===== src/rtl/fifo_pkg.sv =====
// Shared pointer helpers for the async FIFO write and read controllers.
// Combinational only: no latency and no backpressure.
package fifo_pkg;

  localparam int DEFAULT_ADDR_WIDTH = 4;
  // Widest pointer the helpers handle (ADDR_WIDTH up to 12, plus the wrap bit).
  localparam int MAX_PTR_W = 13;

  function automatic logic [MAX_PTR_W-1:0] bin2gray(input logic [MAX_PTR_W-1:0] bin);
    return bin ^ (bin >> 1);
  endfunction

  // Narrower pointers are zero-extended, so the prefix XOR from the top
  // leaves their low bits correct.
  function automatic logic [MAX_PTR_W-1:0] gray2bin(input logic [MAX_PTR_W-1:0] gray);
    logic [MAX_PTR_W-1:0] bin;
    bin = '0;
    bin[MAX_PTR_W-1] = gray[MAX_PTR_W-1];
    for (int i = MAX_PTR_W - 2; i >= 0; i--) begin
      bin[i] = bin[i+1] ^ gray[i];
    end
    return bin;
  endfunction

endpackage


===== src/rtl/fifo_sync_2ff.sv =====
// Two-flop synchronizer for a Gray-coded pointer crossing into clk.
// Latency: 2 clk edges from d_dat to q_dat; no backpressure.
module fifo_sync_2ff #(
  parameter int WIDTH = 5
) (
  input  logic             clk,
  input  logic             arst_n,
  input  logic [WIDTH-1:0] d_dat,
  output logic [WIDTH-1:0] q_dat
);

  logic [WIDTH-1:0] sync_q1;

  always_ff @(posedge clk or negedge arst_n) begin
    if (!arst_n) begin
      sync_q1 <= '0;
      q_dat   <= '0;
    end else begin
      sync_q1 <= d_dat;
      q_dat   <= sync_q1;
    end
  end

endmodule


===== src/rtl/async_fifo_wr_ctrl.sv =====
// Async FIFO write-side pointer/flag controller; wclken is combinational, wfull registered.
// Writes while full are dropped and flagged in sticky woverflow; read pointer seen 2 edges late.
module async_fifo_wr_ctrl
  import fifo_pkg::*;
#(
  parameter int ADDR_WIDTH  = DEFAULT_ADDR_WIDTH,
  parameter int AFULL_LEVEL = 12
) (
  input  logic                  w_clk,
  input  logic                  w_rst,
  input  logic                  winc,
  input  logic [ADDR_WIDTH:0]   rptr_gray,
  input  logic                  wovf_clr,
  output logic                  wclken,
  output logic [ADDR_WIDTH-1:0] waddr,
  output logic [ADDR_WIDTH:0]   wptr_gray,
  output logic                  wfull,
  output logic                  walmost_full,
  output logic [ADDR_WIDTH:0]   wlevel,
  output logic                  woverflow
);

  localparam int PW = ADDR_WIDTH + 1;
  localparam logic [PW-1:0] AFULL_THR = PW'(AFULL_LEVEL);

  logic [PW-1:0] wbin;
  logic [PW-1:0] wbin_next;
  logic [PW-1:0] wgray_next;
  logic [PW-1:0] rq2;
  logic [PW-1:0] rq2_bin;
  logic [PW-1:0] full_gray;
  logic          accept;

  fifo_sync_2ff #(
    .WIDTH (PW)
  ) u_rptr_sync (
    .clk    (w_clk),
    .arst_n (w_rst),
    .d_dat  (rptr_gray),
    .q_dat  (rq2)
  );

  assign accept     = winc & ~wfull;
  assign wclken     = accept;
  assign wbin_next  = wbin + PW'(accept);
  assign wgray_next = PW'(bin2gray(MAX_PTR_W'(wbin_next)));

  // Full when the write pointer is exactly one lap ahead: in Gray code the
  // two top bits differ and the rest match.
  assign full_gray  = {~rq2[PW-1:PW-2], rq2[PW-3:0]};

  assign rq2_bin      = PW'(gray2bin(MAX_PTR_W'(rq2)));
  assign wlevel       = wbin - rq2_bin;
  assign walmost_full = (wlevel >= AFULL_THR);
  assign waddr        = wbin[ADDR_WIDTH-1:0];

  always_ff @(posedge w_clk or negedge w_rst) begin
    if (!w_rst) begin
      wbin      <= '0;
      wptr_gray <= '0;
      wfull     <= 1'b0;
      woverflow <= 1'b0;
    end else begin
      wbin      <= wbin_next;
      wptr_gray <= wgray_next;
      wfull     <= (wgray_next == full_gray);
      woverflow <= (winc & wfull) | (woverflow & ~wovf_clr);
    end
  end

  a_gray_one_bit: assert property (@(posedge w_clk) disable iff (!w_rst)
    $countones(wptr_gray ^ $past(wptr_gray)) <= 1);

  a_level_bound: assert property (@(posedge w_clk) disable iff (!w_rst)
    wlevel <= PW'(1 << ADDR_WIDTH));

endmodule


===== config.mk =====
export PLATFORM = sky130hd
export DESIGN_NAME = async_fifo_wr_ctrl
export DESIGN_NICKNAME = d
export VERILOG_FILES = /design/src/rtl/fifo_pkg.sv /design/src/rtl/fifo_sync_2ff.sv /design/src/rtl/async_fifo_wr_ctrl.sv
export SDC_FILE = /design/constraint.sdc
export NUM_CORES = 1
export LEC_CHECK = 0
export CAP_MARGIN = 20
export CORE_ASPECT_RATIO = 0.75
export CORE_MARGIN = 5
export CORE_UTILIZATION = 46
export DETAILED_ROUTE_END_ITERATION = 16
export GPL_ROUTABILITY_DRIVEN = 0
export PLACE_DENSITY = 0.77
export SLEW_MARGIN = 20
export SYNTH_ARGS = -nofsm -noshare
export SYNTH_HDL_FRONTEND = slang
export SYNTH_HIERARCHICAL = 1
export SYNTH_SLANG_ARGS = --single-unit

===== constraint.sdc =====
create_clock -name w_clk -period 3.5 [get_ports w_clk]
set_input_delay 0.7 -clock w_clk [delete_from_list [all_inputs] [get_ports w_clk]]
set_output_delay 0.7 -clock w_clk [all_outputs]
set_load 0.05 [all_outputs]

## Yosys cells after proc, flatten, opt, wreduce, memory -nomap -nowiden

Index checks and enable logic that the tools add are counted.

| operators by class | value |
|---|---|
| shift-type cells | 0 |
| multipliers | 0 |
| order comparisons | 1 |
| divide/modulo/power cells | 0 |
| add/sub/neg operators | 2 |
| equality and inequality tests | 1 |
| multiplexer cells | 0 |
| bitwise gates (word level) | 12 |
| reduce and logical (&&, ||, !) cells | 0 |

Operators by type and width:

| kind | count |
|---|---|
| 5-bit by 1-bit adder with 5-bit output | 1 |
| 5-bit equality test | 1 |
| 5-bit by 4-bit greater-or-equal comparator with 1-bit output (second input constant) | 1 |
| 5-bit subtractor | 1 |
| 5-bit by 4-bit bitwise XOR with 5-bit output | 1 |
| 1-bit bitwise XOR | 4 |
| 1-bit bitwise AND | 3 |
| 1-bit NOT | 2 |
| 2-bit NOT | 1 |
| 1-bit OR | 1 |

| word-level totals | value |
|---|---|
| input port bits | 9 |
| RAM bits | 0 |
| output and inout bits | 18 |
| bits in latches | 0 |
| memories kept | 0 |
| ROM bits | 0 |
| register bits after elaboration | 22 |
| word-level logic and storage cells | 22 |

## Longest topological paths before layout

Gate-level depths: netlist of the first run.

| depth | value |
|---|---|
| depth after elaboration | 6 |
| mapped depth | 11 |
| gate-level depth less buffers | 11 |

## Hierarchy

The synthesis of the first run kept the hierarchy.

Modules (own cells, without submodules):

| module | instances | sequential area each (um^2) | cells an instance | area an instance (um^2) |
|---|---|---|---|---|
| async_fifo_wr_ctrl | 1 | 275.3 | 64 | 711.9 |
| fifo_sync_2ff | 1 | 250.2 | 10 | 250.2 |

## Least setup slack after synthesis of the first run

Ideal clock, no wire load.

| timing | value |
|---|---|
| kind | reg2out |
| start point | register u_rptr_sync.q_dat[4] |
| end point | output walmost_full |
| path slack | -392 ps |
| buffers on the path | 0 |
| required time | 2,800 ps |
| data arrival time | 3,192 ps |
| stages on the path, launching flop included | 10 |
| cells stage by stage | dfrtp_1 xnor2_1 xor2_1 xor2_1 xnor2_1 ha_1 inv_1 fa_1 xor2_1 a31o_2 |

| between the ends | value |
|---|---|
| longest elaborated chain between the ends | 6 |

RTL lines:

| element | line | text |
|---|---|---|
| start: declaration | fifo_sync_2ff.sv:9 | `output logic [WIDTH-1:0] q_dat` |
| start signal: assignment | fifo_sync_2ff.sv:20 | `q_dat <= sync_q1;` |
| 1-bit bitwise XOR * (2 in a row) | fifo_pkg.sv:20 | `bin[i] = bin[i+1] ^ gray[i];` |
| 1-bit bitwise XOR (2 in a row) | fifo_pkg.sv:20 |  |
| 5-bit subtractor * | async_fifo_wr_ctrl.sv:53 | `assign wlevel = wbin - rq2_bin;` |
| net wlevel[2] | async_fifo_wr_ctrl.sv:19 | `output logic [ADDR_WIDTH:0] wlevel,` |
| 5-bit by 4-bit greater-or-equal comparator with 1-bit output * | async_fifo_wr_ctrl.sv:54 | `assign walmost_full = (wlevel >= AFULL_THR);` |
| end: declaration | async_fifo_wr_ctrl.sv:18 | `output logic walmost_full,` |

Mark *: on every way through the listed nets, which the timed path passes. The rest lies on a longest branch.

## Worst setup path after layout of the first run

| timing | value |
|---|---|
| start point | register u_rptr_sync.q_dat[4] |
| end point | output walmost_full |

| between the ends | value |
|---|---|
| longest elaborated chain between the ends | 6 |

RTL lines:

| element | line |
|---|---|
| 1-bit bitwise XOR (4 in a row) | fifo_pkg.sv:20 |
| 5-bit subtractor * | async_fifo_wr_ctrl.sv:53 |
| 5-bit by 4-bit greater-or-equal comparator with 1-bit output * | async_fifo_wr_ctrl.sv:54 |

Every way passes the cells marked *; elsewhere a longest branch is shown, timed or not.

==> metrics.txt, run 1 <==
violated checks negative setup slack; share of the yosys chip area belonging to registers 0.546; count of H-tree levels built during CTS 1; Least-Margin Pin Slew 0.874 ns; Yosys cell types 19; final worst-path cycle share 1.04; crit path DAT 2.93 ns; Avg Cell Area, Syn 13.0 um^2; hold crit path type reg2reg; Initial Util 0.482; biggest area contributors in the synthesized netlist dfrtp_1, xnor2_1, xor2_1, ha_1, inv_1; vias per inst 4.85; quantity of hold-fixing buffers added after cts 0; DRC Markers 0; worst-skew pair later-pin latency 0.29 ns; Critical Path Source Type flop; Worst path slowest cell dfrtp_1; DP Area about 1400 um^2; Inserted Diodes 0; average wire length per cell after detail routing 13.6 um; pin count of the biggest net entering global routing 22; critical path class reg2out; cell count after synthesis 74; share of the core filled with cells in the final layout 0.717; row count 14; worst clock skew 0.00765 ns; ordered cell list for the critical path xnor2_2 -> xor2_1 -> xor2_1 -> xnor2_1 -> ha_2 -> inv_2 -> fa_2 -> a21o_1 -> a21oi_4 -> xnor2_4 -> a31o_4 -> buf_12; dominant combinational cell family by area after synthesis XOR/XNOR gates; first-pass detailed-route iteration total 5; cell repeated most along the worst path xor2_1; final routed wirelength across all metal layers 1810 um; detailed placement HPWL 1390 um; violation count after the first detailed-route iteration 9; cell area after layout ~1400 um^2; share of synthesized cell area in and, or, nand and nor gates 0.0715; Worst slew margin 0.415; Max Cap Viol 0; Port Buf Inserts 26; delay of the slowest cell on the worst path approximately 0.42 ns; antenna violations before repair 0; shortest period the worst path allows around 3.6 ns; area of the mapped netlist 962 um^2; CTS tree built; Synth Area in Compound Gates 0.0559; antenna violation net count after detailed routing 0; core box area 2000 um^2; global route overflow 0; total number of nets in the final design 126; area overhead of the layout relative to synthesis 48.9%; Final Hold Viols 0; unrepaired setup endpoints after global routing true; root buffer selected by CTS clkbuf_4; nets in the synthesized netlist 90; critical-path maximum fanout 2; fraction of layout cells with a size suffix above 1 0.239; die width 62.8 um; most area-hungry cell type in the Yosys netlist dfrtp_1; final worst-path setup slack -0.130 ns; Final Max Slew Viols 0; CP Capture Type output port; vertical die dimension 49.6 um; clock sink total 21; f_max roughly 280 MHz; status complete, but fails checks; total of endpoints with negative setup slack in the final report 2; clock transition at the registers of the reported paths 0.10 ns; global-route usage over all layers 0.126; TritonCTS Buffers 3; number of global-route vias before repair 713; largest buffer count on any clock path 2; die footprint 3120 um^2; Warnings, synthesis 6; Yosys reg bits 21; XOR/XNOR share of the synthesized area 0.204; share of synthesized cell area in full adder, half adder and majority cells 0.0988; vias after detailed routing 645; top-level I/O count 27; Worst EP required 2.80 ns; area fraction of the dominant cell type after synthesis 0.546; multiplexer share of the synthesized area 0; wire length of the first global-routing pass 3100 um
==> critical path, delay by kind of cell, from the launching register on <==
family                     cells  cell delay (ns)
adders and majority gates      2             0.54
DFF                            1             0.42
buffers and inverters          2             0.18
AOI/OAI and AO/OA              3             0.59
xor gates and xnor gates       5             0.90
==> synth_stat cells <==
library cell / count
a31o_2: 1
nor2b_1: 2
o21ai_0: 2
inv_1: 6
xnor2_1: 9
or3_1: 3
xnor3_1: 1
nand2_1: 3
fa_1: 1
a21oi_1: 1
a21o_1: 1
a221oi_2: 1
nand3_1: 4
ha_1: 6
and2_1: 1
xor2_2: 1
xor2_1: 9
dfrtp_1: 21
o21a_1: 1
==> repair_timing <==
action / 4_1_cts / 5_1_grt
gates resized for setup: 2 / 3
pin swaps: 2 / 2
setup buffers: 3 / 0
setup endpoints to repair: 3 / 4
==> worst paths after layout <==
kind	from	end	slack [ns]	cells past startpoint
max	u_rptr_sync/q_dat[4]	walmost_full	-0.13	12
min	u_rptr_sync/sync_q1[2]	u_rptr_sync/q_dat[2]	0.36	0
max reg2reg	wfull	wfull	1.35	7
min reg2reg	u_rptr_sync/sync_q1[2]	u_rptr_sync/q_dat[2]	0.36	0
max in group asynchronous	w_rst	u_rptr_sync/q_dat[3]	2.07	1
min in group asynchronous	w_rst	u_rptr_sync/sync_q1[1]	0.89	1
==> metal layers <==
metal,vias up,share of wire,GRT usage
met4,0,0.014,0.0530
li1,315,-,-
met5,-,0,0
met1,307,0.42,0.163
met3,4,0.050,0.0318
met2,19,0.51,0.202
==> layout by cell type, fill, tap and decap left out <==
cell type / instances
buf_6: 1
o21ai_0: 2
fa_2: 1
xnor2_2: 1
clkdlybuf4s50_1: 20
a221oi_2: 1
o21a_1: 1
nand3_1: 4
clkbuf_1: 1
xor2_1: 8
inv_2: 1
clkbuf_4: 3
nand2_1: 3
xnor3_1: 1
ha_1: 5
nor2b_1: 2
dfrtp_1: 21
a21oi_4: 1
buf_4: 6
or3_4: 1
xnor2_4: 1
buf_12: 4
and2_4: 1
ha_2: 1
xor2_4: 1
a21o_1: 1
or3_1: 2
xnor2_1: 7
a31o_4: 1
inv_1: 5
xor2_2: 1
==> cells by family after synthesis <==
kind of cell,Yosys count
xor+xnor,20
flops,21
compound gates,7
buf+inv,6
simple gates,13
fa+ha+maj,7
==> flip-flops by register name, summed over array words and instances, names as in the netlist <==
register and flops:
u_rptr_sync/q_dat 5, u_rptr_sync/sync_q1 5, wptr_gray 4, wfull 1, woverflow 1, wbin 5
==> through the flow <==
stage | TNS [ns] | hold WS [ns] | std cells | worst slack [ns]
floorplan | 0 | 0.331 | 74 | 0.0302
global placement | 0 | 0.332 | 126 | 0.164
detailed placement | 0 | 0.335 | 126 | 0.117
CTS | -0.253 | 0.359 | 133 | -0.154
global route | -0.703 | 0.364 | 133 | -0.311
finish | -0.203 | 0.357 | 133 | -0.130
==> final cells by class <==
class                      instances  area, um^2
fill                             140         564
timing repair buffer              31         337
multi-input combinational         47         492
sequential                        21         526
tap                               24        30.0
clock buffer                       4        26.3
inverter                           6        22.5
Power of run 1 is not shown: default switching activity piles up to over one toggle a cycle in this logic, so the estimate is an artifact.
==> run 2: changes to the inputs <==
Settings changed: CORE_UTILIZATION 46 to 42, PLACE_DENSITY 0.77 to 0.72.
Clock period 3.5 ns to 4.7 ns, I/O delays scaled along.
==> run 2 against run 1 <==
Net effect: the run now ends clean; non-clock buffer count is 5 lower; clock skew grew 0.00078 ns; final area is 11% lower; critical endpoint is now wlevel[2]; sequential share of layout area up 4.4 points; die area rose by 7.8%; core utilization decreased by 15 points; critical path depth is 3 lower; global-route usage down 1.5 points.
==> metrics.txt, run 2 (synthesis gave the netlist of run 1 again) <==
pin count of the biggest net entering global routing 22; violation count after the first detailed-route iteration 4; area overhead of the layout relative to synthesis 33.0%; vertical die dimension 51.5 um; Inserted Diodes 0; R2R depth 7; most frequent cells in the layout clkdlybuf4s50_1, dfrtp_1, xnor2_1, xor2_1; final worst-path cycle share 0.929; antenna violation net count after detailed routing 0; Max Cap Viol 0; Fin Hold WS 0.353 ns; total of endpoints with negative setup slack in the final report 0; count of H-tree levels built during CTS 1; TritonCTS Buffers 3; clock sink total 21; critical-path maximum fanout 4; die width 65.3 um; Final Max Slew Viols 0; die footprint 3360 um^2; first-pass detailed-route iteration total 4; critical path class reg2out; average wire length per cell after detail routing 12.5 um; crit path DAT 3.43 ns; largest buffer count on any clock path 2; final routed wirelength across all metal layers 1620 um; status finished, final reports clean; worst clock skew 0.00843 ns; number of global-route vias before repair 595; Least-Margin Pin Slew 0.900 ns; commonest non-fill, non-tap cell in the layout clkdlybuf4s50_1; Worst EP required 3.76 ns; global-route usage over all layers 0.112; DRC Markers 0; vias per inst between 4 and 5; total number of nets in the final design ~120; hold crit path type reg2reg; row count 15; global route overflow 0; slack of the worst reg-to-reg path ~2.5 ns; final non-filler cell total 129; cell area after layout 1280 um^2; Final Hold Viols 0; Critical Path Source Type flop; Port Buf Inserts 26; core box area approximately 2300 um^2; Worst slew margin 0.398; vias after detailed routing 615; leading registers by flop count u_rptr_sync/q_dat (5), u_rptr_sync/sync_q1 (5), wbin (5); top-level I/O count 27; CTS tree built; TNS Setup 0 ns; wire length of the first global-routing pass ~2700 um; Initial Util 0.427; quantity of hold-fixing buffers added after cts 0; shortest period the worst path allows 4.37 ns; antenna violations before repair 0; CP Capture Type output port; fraction of layout cells with a size suffix above 1 0.0769; unrepaired setup endpoints after global routing false; worst-skew pair later-pin latency 0.31 ns; f_max 229 MHz; root buffer selected by CTS clkbuf_4; detailed placement HPWL 1290 um; placed cells 125; clock transition at the registers of the reported paths 0.13 ns; Min-Delay Path Depth 0; layout filler cell count 210; DP Area around 1300 um^2
==> run 2: changes by cell type in the layout (fill, tap and decap cells not counted), moves of 2 or more <==
| cell | change |
|---|---|
| buf_12 | -4 |
| xnor2_1 | +2 |
| buf_4 | -5 |
| clkdlybuf4s50_1 | +4 |
==> run 2: cell type report <==
| class | count | area, um^2 | area share |
|---|---|---|---|
| sequential | 21 | 526 | 0.411 |
| multi-input combinational | 47 | 414 | 0.324 |
| timing repair buffer | 26 | 256 | 0.200 |
| tap | 25 | 31.3 | 0.0244 |
| clock buffer | 3 | 22.5 | 0.0176 |
| inverter | 6 | 22.5 | 0.0176 |
| clock inverter | 1 | 7.51 | 0.00587 |
==> run 2: path summary, 6_finish.rpt <==
path	startpoint	endpoint
max	u_rptr_sync/q_dat[4]	wlevel[2]
min	u_rptr_sync/sync_q1[2]	u_rptr_sync/q_dat[2]
max reg2reg	wfull	wfull
min reg2reg	u_rptr_sync/sync_q1[2]	u_rptr_sync/q_dat[2]
max in group asynchronous	w_rst	u_rptr_sync/sync_q1[2]
min in group asynchronous	w_rst	wptr_gray[3]
==> run 2: repair_timing <==
action | CTS | global route
resized for setup | 1 | 0
endpoints found under the setup margin | 1 | 0
setup buffers | 0 | 0
hold endpoints to repair | 0 | 0
==> run 2: critical path, cell delays in order, from the launching register on <==
cell and delay (ns):
dfrtp_1 0.44, xnor2_1 0.24, xor2_1 0.24, xor2_1 0.34, xnor2_1 0.17, ha_1 0.19, inv_1 0.06, fa_1 0.39
xor2_1 0.20, clkdlybuf4s50_1 0.83
==> run 2: metrics by stage <==
stage,utilization,worst slack [ns]
CTS,0.568,0.273
finish,0.568,0.332
global route,0.568,0.115
floorplan,-,0.568
detailed placement,0.556,0.362
global placement,0.556,0.452
==> run 2: routing by layer <==
| layer | track usage | part of all wire | vias to the layer above |
|---|---|---|---|
| met3 | 0.0484 | 0.072 | 4 |
| met2 | 0.178 | 0.46 | 17 |
| li1 | - | - | 304 |
| met4 | 0.0517 | 0.017 | 0 |
| met1 | 0.129 | 0.45 | 290 |
| met5 | 0 | 0 | - |
Power of run 2 is left out for the same reason.
